File: src/rtl/spi_ram_ctrl_if.sv
// spi_ram_ctrl_if: command/response bundle between the SPI front end and the RAM controller
interface spi_ram_ctrl_if #(
  parameter int ADDR_WIDTH = 8,
  parameter int DATA_WIDTH = 8
) ();
  localparam int PL_WIDTH = (ADDR_WIDTH > DATA_WIDTH) ? ADDR_WIDTH : DATA_WIDTH;
  logic [PL_WIDTH+1:0]   din;
  logic                  rx_valid;
  logic                  tx_ready;
  logic [DATA_WIDTH-1:0] dout;
  logic                  tx_valid;
  logic                  addr_err;
  logic                  rd_overrun;
  modport master (output din, rx_valid, tx_ready, input dout, tx_valid, addr_err, rd_overrun);
  modport slave  (input din, rx_valid, tx_ready, output dout, tx_valid, addr_err, rd_overrun);
endinterface

File: src/rtl/spi_ram_ctrl.sv
// spi_ram_ctrl: command-decoded single-port RAM with auto-increment pointers and sticky error flags
module spi_ram_ctrl #(
  parameter int ADDR_WIDTH = 8,
  parameter int DATA_WIDTH = 8,
  parameter int DEPTH      = 256,
  parameter bit AUTO_INC   = 1'b1
) (
  input logic         clk,
  input logic         rst,
  spi_ram_ctrl_if.slave bus
);
  localparam int PL_WIDTH = (ADDR_WIDTH > DATA_WIDTH) ? ADDR_WIDTH : DATA_WIDTH;
  localparam logic [ADDR_WIDTH:0] DEPTH_W = (ADDR_WIDTH+1)'(DEPTH);
  localparam logic [ADDR_WIDTH:0] LAST_W  = (ADDR_WIDTH+1)'(DEPTH - 1);
  logic [DATA_WIDTH-1:0] mem [DEPTH];
  logic [ADDR_WIDTH-1:0] wr_ptr, rd_ptr, wr_nxt, rd_nxt;
  logic [1:0]            op;
  logic [PL_WIDTH-1:0]   pl;
  logic                  set_wr, wr_cmd, set_rd, rd_cmd, rd_acc, wr_oob, rd_oob;
  assign op     = bus.din[PL_WIDTH+1:PL_WIDTH];
  assign pl     = bus.din[PL_WIDTH-1:0];
  assign set_wr = bus.rx_valid && op == 2'b00;
  assign wr_cmd = bus.rx_valid && op == 2'b01;
  assign set_rd = bus.rx_valid && op == 2'b10;
  assign rd_cmd = bus.rx_valid && op == 2'b11;
  assign rd_acc = rd_cmd && (!bus.tx_valid || bus.tx_ready);
  assign wr_oob = {1'b0, wr_ptr} >= DEPTH_W;
  assign rd_oob = {1'b0, rd_ptr} >= DEPTH_W;
  // out-of-range pointers are parked; in-range ones wrap at DEPTH-1
  assign wr_nxt = wr_oob ? wr_ptr : ({1'b0, wr_ptr} == LAST_W) ? '0 : wr_ptr + 1'b1;
  assign rd_nxt = rd_oob ? rd_ptr : ({1'b0, rd_ptr} == LAST_W) ? '0 : rd_ptr + 1'b1;
  always_ff @(posedge clk)
    if (wr_cmd && !wr_oob) mem[wr_ptr] <= pl[DATA_WIDTH-1:0];
  always_ff @(posedge clk or posedge rst) begin
    if (rst) begin
      wr_ptr         <= '0;
      rd_ptr         <= '0;
      bus.dout       <= '0;
      bus.tx_valid   <= 1'b0;
      bus.addr_err   <= 1'b0;
      bus.rd_overrun <= 1'b0;
    end else begin
      if (set_wr) wr_ptr <= pl[ADDR_WIDTH-1:0];
      else if (wr_cmd && AUTO_INC) wr_ptr <= wr_nxt;
      if (set_rd) rd_ptr <= pl[ADDR_WIDTH-1:0];
      else if (rd_acc && AUTO_INC) rd_ptr <= rd_nxt;
      if ((wr_cmd && wr_oob) || (rd_acc && rd_oob)) bus.addr_err <= 1'b1;
      if (rd_cmd && !rd_acc) bus.rd_overrun <= 1'b1;
      if (rd_acc) begin
        bus.dout     <= rd_oob ? '0 : mem[rd_ptr];
        bus.tx_valid <= 1'b1;
      end else if (bus.tx_ready) bus.tx_valid <= 1'b0;
    end
  end
endmodule
File: src/flat_wrapper.sv
// flat-port wrapper written by rule: the top's interface ports become plain ports
module spi_ram_ctrl_flat 
#(
  parameter int ADDR_WIDTH = 8,
  parameter int DATA_WIDTH = 8,
  parameter int DEPTH      = 256,
  parameter bit AUTO_INC   = 1'b1
)
  (clk, rst, bus_din, bus_rx_valid, bus_tx_ready, bus_dout, bus_tx_valid, bus_addr_err, bus_rd_overrun);
  spi_ram_ctrl_if #(.ADDR_WIDTH(ADDR_WIDTH), .DATA_WIDTH(DATA_WIDTH)) bus_i ();
  input logic clk;
  input logic rst;
  input wire logic [$bits(bus_i.din)-1:0] bus_din;
  input wire logic [$bits(bus_i.rx_valid)-1:0] bus_rx_valid;
  input wire logic [$bits(bus_i.tx_ready)-1:0] bus_tx_ready;
  output wire logic [$bits(bus_i.dout)-1:0] bus_dout;
  output wire logic [$bits(bus_i.tx_valid)-1:0] bus_tx_valid;
  output wire logic [$bits(bus_i.addr_err)-1:0] bus_addr_err;
  output wire logic [$bits(bus_i.rd_overrun)-1:0] bus_rd_overrun;
  assign bus_i.din = bus_din;
  assign bus_i.rx_valid = bus_rx_valid;
  assign bus_i.tx_ready = bus_tx_ready;
  assign bus_dout = bus_i.dout;
  assign bus_tx_valid = bus_i.tx_valid;
  assign bus_addr_err = bus_i.addr_err;
  assign bus_rd_overrun = bus_i.rd_overrun;
  spi_ram_ctrl #(.ADDR_WIDTH(ADDR_WIDTH), .DATA_WIDTH(DATA_WIDTH), .DEPTH(DEPTH), .AUTO_INC(AUTO_INC)) u_core (.clk(clk), .rst(rst), .bus(bus_i));
endmodule
File: config.mk
export PLATFORM = sky130hd
export DESIGN_NAME = spi_ram_ctrl_flat
export DESIGN_NICKNAME = d
export VERILOG_FILES = /design/src/rtl/spi_ram_ctrl_if.sv /design/src/rtl/spi_ram_ctrl.sv /design/src/flat_wrapper.sv
export SDC_FILE = /design/constraint.sdc
export NUM_CORES = 2
export LEC_CHECK = 0
export CORE_MARGIN = 8
export CORE_UTILIZATION = 55
export DETAILED_ROUTE_END_ITERATION = 16
export DONT_BUFFER_PORTS = 1
export PLACE_DENSITY_LB_ADDON = 0.2
export RECOVER_POWER = 25
export SKIP_CTS_REPAIR_TIMING = 1
export SLEW_MARGIN = 15
export SYNTH_ARGS = -nofsm -noshare
export SYNTH_HDL_FRONTEND = slang
export SYNTH_SLANG_ARGS = --single-unit
File: constraint.sdc
create_clock -name clk -period 2.2 [get_ports clk]
set_input_delay 0.33 -clock clk [delete_from_list [all_inputs] [get_ports clk]]
set_output_delay 0.33 -clock clk [all_outputs]
set_load 0.01 [all_outputs]
## Yosys cells after proc, flatten, opt, wreduce, memory -nomap -nowiden

Memory sizes are Yosys's and may differ from the RTL's. A register that Yosys moved wholly into a read port is not among the register bits.
Index checks and enable logic that the tools add are counted.
W data, S select, Z words.

- Div/mod/pow operators: 0
- $add $sub $neg: 2
- Equality and inequality tests: 5
- Multiplexer cells: 10
- Bitwise gates (word level): 0
- Magnitude comparators: 0
- Shift operators: 0
- $mul: 0
- Reductions and logical operators: 13

Operators with widths:

| kind | count |
|---|---|
| $mux W8 | 6 |
| $add A8 B1 Y8 const B | 2 |
| $eq A8 B8 Y1 const B | 2 |
| $logic_and A1 B1 Y1 | 6 |
| $reduce_bool A2 Y1 | 3 |
| $eq A2 B2 Y1 const B | 2 |
| $mux W1 | 4 |
| $eq A2 B1 Y1 const B | 1 |
| $logic_not A1 Y1 | 2 |
| $logic_not A2 Y1 | 1 |
| $logic_or A1 B1 Y1 | 1 |

- ROM bits: 0
- Output and inout bits: 11
- Memories kept: 1
- Latch bits: 0
- Flip-flop bits (word level): 18
- Word-level logic and storage cells: 35
- Input bits: 14
- RAM bits: 2048

Memories:

| memory | words | bits a word | read ports | clocked after Yosys merged registers in | wr ports | line | text |
|---|---|---|---|---|---|---|---|
| u_core.mem | 256 | 8 | 1 | 1 | 1 | spi_ram_ctrl.sv:15 | `logic [DATA_WIDTH-1:0] mem [DEPTH];` |

## Depth between registers and ports, before layout

- Depth after elaboration: 5
- Gate-level depth with buffers: 12
- Depth with buffers taken out: 7

## Worst setup path after synthesis

No wires, ideal clock.

- Path kind: register -> register
- Start point: register u_core.rd_ptr[1]
- End point: register u_core.bus.dout[7] (read register of u_core.mem)
- Path slack: -0.119 ns
- Clock period less this slack: 2.319 ns
- Library setup time: 0.126 ns
- Data required time: 2.074 ns
- Stages on the path, launching flop included: 11
- Path buffers: 4
- Data arrival time: 2.193 ns
- Cell sequence: dfrtp_1 > buf_2 > buf_2 > buf_2 > buf_2 > mux4_2 > a22oi_1 > nand2_1 > a31oi_1 > nor4_1 > a221o_1

RTL lines:

| what | line | text |
|---|---|---|
| from (decl) | spi_ram_ctrl.sv:16 | `logic [ADDR_WIDTH-1:0] wr_ptr, rd_ptr, wr_nxt, rd_nxt;` |
| from (signal assigned) | spi_ram_ctrl.sv:45 | `if (set_rd) rd_ptr <= pl[ADDR_WIDTH-1:0];` |
| from (signal assigned) | spi_ram_ctrl.sv:46 | `else if (rd_acc && AUTO_INC) rd_ptr <= rd_nxt;` |
| to (decl) | spi_ram_ctrl_if.sv:15 | `modport slave (input din, rx_valid, tx_ready, output dout, tx_valid, addr_err, rd_overrun);` |

==> metrics.md <==
| Metric | Value |
|---|---|
| Final period utilization | 134% |
| Ys flop type | edfxtp_1 |
| Crit path kind | flop to flop |
| Total die area | about 160000 um^2 |
| CTS root buffer | clkbuf_16 |
| Final wirelength | 215000 um |
| Yosys warning count | 0 |
| WL/cell | around 31 um |
| Buffers added on ports | 0 |
| RD Place Congestion | around 0.9 |
| Pwr Density | roughly 1000 nW/um^2 |
| Area grow syn2layout | 20.4% |
| Sequential element share of the synthesized area | 76.8% |
| Worst VDD drop | approximately 1 mV |
| Worst reg2reg startpoint | u_core.rd_ptr[0]$_DFFE_PP0P_ |
| Clock buffer count from CTS | 203 |
| Post-Syn Instances | 4051 |
| DR iter-0 viols | 5675 |
| Status | finished with violations |
| Worst Skew | approximately 0.042 ns |
| Clock latency at the later pin of the worst-skew pair | 0.85 ns |
| Avg Cell Area, Syn | approximately 20 um^2 |
| Seq pwr share | 45.6% |
| Chip height | 399 um |
| Hold WC Path Type | input port to flop |
| Synth unique cells | 65 |
| Sink Count | 2074 |
| Fin. max-slew vios | 0 |
| Worst hold start | bus_din[0] |
| Max Buffers Root-to-Sink | 3 |
| First-pass GRT wire length | just over 300000 um |
| # IOs | 25 |
| Fin crit period | 2.95 ns |
| Largest net degree at the start of global routing | approximately 260 |
| # DRC | 0 |
| Hold path endpoint | u_core.mem[15][0]$_DFFE_PP_ |
| Max-slew headroom | 39.6% |
| WHS | -0.403 ns |
| CP max-delay cell | dfrtp_4 |
| Max Fclk | about 0.34 GHz |
| Utilization of the core after routing | 66.8% |
| Initial antenna violation count | 6 |
| Worst Hold Depth | 0 |
| Grt ovf | 0 |
| Sw frac | 25.8% |
| WP data required | 2.97 ns |
| Crit path max fanout | 8 |
| Top cell by count, worst path | buf_12 |
| Combinational power share | 18.9% |
| Largest stage delay, worst path | 0.51 ns |
| Core area | approximately 150000 um^2 |
| Failing checks | negative hold slack, negative setup slack |
| Final setup vio count | 13 |
| Pre-Repair DR Iteration Count | 6 |
| Synth Net Count | 4070 |
| Share of layout cells above drive strength 1 | between 30% and 40% |
| RR Endpoint | u_core.bus.dout[3]$_DFFE_PP0P_ |
| Final worst setup slack | -0.749 ns |
| Final hold vios | 980 |
| DIE WIDTH | 399 um |
| Synth Cell Area | 80900 um^2 |
| Post-synthesis register bit count | between 2000 and 2500 |
| Vias per cell | 6.35 |
| H-tree lvl count | 4 |
| CTS tree | yes |
| Dpl hpwl | 132000 um |
| Pleak | 32.1 nW |
| Part of the power in the clock network | 35.5% |
| Initial Utilization | 55.4% |
| Vias in the first global route | 43300 |
| Internal power | about 0.072 W |
| Final net count | just under 5000 |
| Ys async rst share | 1.25% |
| Routed Antenna Nets | 0 |
| Dpl ws | -1.20 ns |
| RSZ-0062 raised after global routing | yes |
| Tightest Pin Transition | around 0.9 ns |
| Max Cap Viol | 0 |
| Critical Path AT | roughly 3.7 ns |
| EDFF count, synth | roughly 2000 |
| R2R depth | 12 |
| Crit path cell chain | buf_12, buf_12, or3b_4, buf_12, buf_4, o22ai_2, a211oi_1, buf_4, nand2_2, nand3_4, nor4_4, a221o_1 |
| CP startpoint kind | flop |
| Reg2reg setup slack | -0.75 ns |
| Global Route Usage Sum | 26.2% |
| Std cell rows | 140 |
| Psw | about 0.025 W |
| Vias | ~44000 |
| Nature of the critical path endpoint | flop |
| CTS clk-pin slew, worst paths | 0.06 ns |
synth_stat cells, types with 4 or more instances:
master	instances	area [um^2]
edfxtp_1	2048	61500
mux4_2	370	8330
nor2_1	294	1100
mux2i_1	283	2830
nand2_1	136	510
o22ai_1	107	669
clkbuf_1	95	357
a22oi_1	84	631
buf_2	69	345
a211oi_1	64	480
a21oi_1	52	260
o221ai_1	48	420
nand3_1	47	235
o21ai_0	44	220
buf_6	41	462
nor3_1	36	180
dfrtp_1	26	651
buf_4	21	158
a2111oi_0	16	140
and3_1	12	75.1
nor2b_1	11	68.8
mux2_2	10	113
nand2b_1	9	56.3
nand4_1	9	56.3
a221o_1	8	80.1
a31oi_1	8	50.1
and2_1	8	50.1
nor4_1	8	50.1
inv_1	7	26.3
buf_1	6	22.5
buf_8	6	90.1
ha_1	5	62.6
a22o_1	4	35.0
buf_12	4	80.1
nor3b_1	4	30.0
o21a_1	4	30.0
flip-flops by register name, summed over array words and instances, names as in the netlist:
register	flops
u_core.bus.dout	8
u_core.bus.tx_valid	1
u_core.wr_ptr	8
u_core.bus.rd_overrun	1
u_core.rd_ptr	8
u_core.mem	2048
logic make-up (layout without fill, tap and decap cells):
group / count (synthesis) / after routing / share of synthesized area [%]
AO/OA/AOI/OAI: 460 / 460 / 3.98
XOR/XNOR: 4 / 4 / 0.0433
adder cells (fa/ha/maj): 5 / 5 / 0.0773
buffers and inverters: 252 / 1239 / 1.92
flip-flops: 2074 / 2074 / 76.8
multiplexers: 665 / 665 / 14.0
other: 1 / 5 / 0.00464
AND/OR/NAND/NOR: 590 / 590 / 3.13
cell usage in the layout (no fill, tap or decap), drive strengths merged, types with 26 or more instances in the layout:
cell type and count:
nor2 295, a22oi 84, nand3 47, mux2i 283, o21ai 45, o22ai 107
clkinv 98, mux4 372, a21oi 52, nand2 137, edfxtp 2048, dfrtp 26
clkbuf 250, o221ai 49, buf 830, nor3 36, a211oi 64
per-stage QoR:
stage | hold WS, ns | area, um^2 | instances | total power [W] | setup TNS (ns)
finish | -0.403 | 97400 | 6959 | 0.0965 | -6.98
global route | -0.440 | 97400 | 6956 | 0.0990 | -8.32
CTS | -0.542 | 95300 | 6891 | 0.0949 | -10.07
detailed placement | 0.353 | 88800 | 6521 | 0.0611 | -10.43
global placement | 0.341 | 88800 | 6521 | 0.0610 | -9.99
floorplan | 0.370 | 81100 | 4051 | 0.0543 | -7.61
power groups by stage:
stage               clock network [W]  registers, W  logic, W
detailed placement                  0        0.0448    0.0163
global placement                    0        0.0448    0.0162
global route                   0.0361        0.0440    0.0189
floorplan                           0        0.0446   0.00972
CTS                            0.0346        0.0440    0.0164
finish                         0.0343        0.0440    0.0182
critical path, delay by kind of cell, from the launching register on:
| kind | cells | cell delay [ns] |
|---|---|---|
| AO/OA/AOI/OAI | 3 | 0.48 |
| buffers and inverters | 5 | 0.82 |
| flip-flops | 1 | 0.51 |
| AND/OR/NAND/NOR | 4 | 1.04 |
how the worst max path moves through the flow:
stage                                 startpoint                              to  cells past startpoint
finish              u_core.rd_ptr[0]$_DFFE_PP0P_  u_core.bus.dout[3]$_DFFE_PP0P_                     12
global route        u_core.rd_ptr[0]$_DFFE_PP0P_  u_core.bus.dout[3]$_DFFE_PP0P_                     12
CTS                 u_core.rd_ptr[0]$_DFFE_PP0P_  u_core.bus.dout[2]$_DFFE_PP0P_                     12
detailed placement  u_core.rd_ptr[0]$_DFFE_PP0P_  u_core.bus.dout[2]$_DFFE_PP0P_                     12
global placement    u_core.rd_ptr[0]$_DFFE_PP0P_  u_core.bus.dout[2]$_DFFE_PP0P_                     12
floorplan           u_core.rd_ptr[0]$_DFFE_PP0P_  u_core.bus.dout[3]$_DFFE_PP0P_                     10
final cells by class:
cell class / count / area, um^2
Clock inverter: 133 / 1340
Fill cell: 9343 / 48500
Clock buffer: 237 / 5220
Multi-Input combinational cell: 1725 / 18300
Antenna cell: 4 / 10.0
Sequential cell: 2074 / 62200
Inverter: 9 / 36.3
Timing Repair Buffer: 860 / 7980
Tap cell: 1917 / 2400
routing by layer:
layer	vias up	wire [um]	global-route usage (%)
li1	18400	-	-
met1	23000	84500	37.0
met2	2398	101000	41.1
met3	389	21400	5.40
met4	0	8380	9.08
met5	-	0	0
Note: power is estimated with default switching activity, not from simulation.
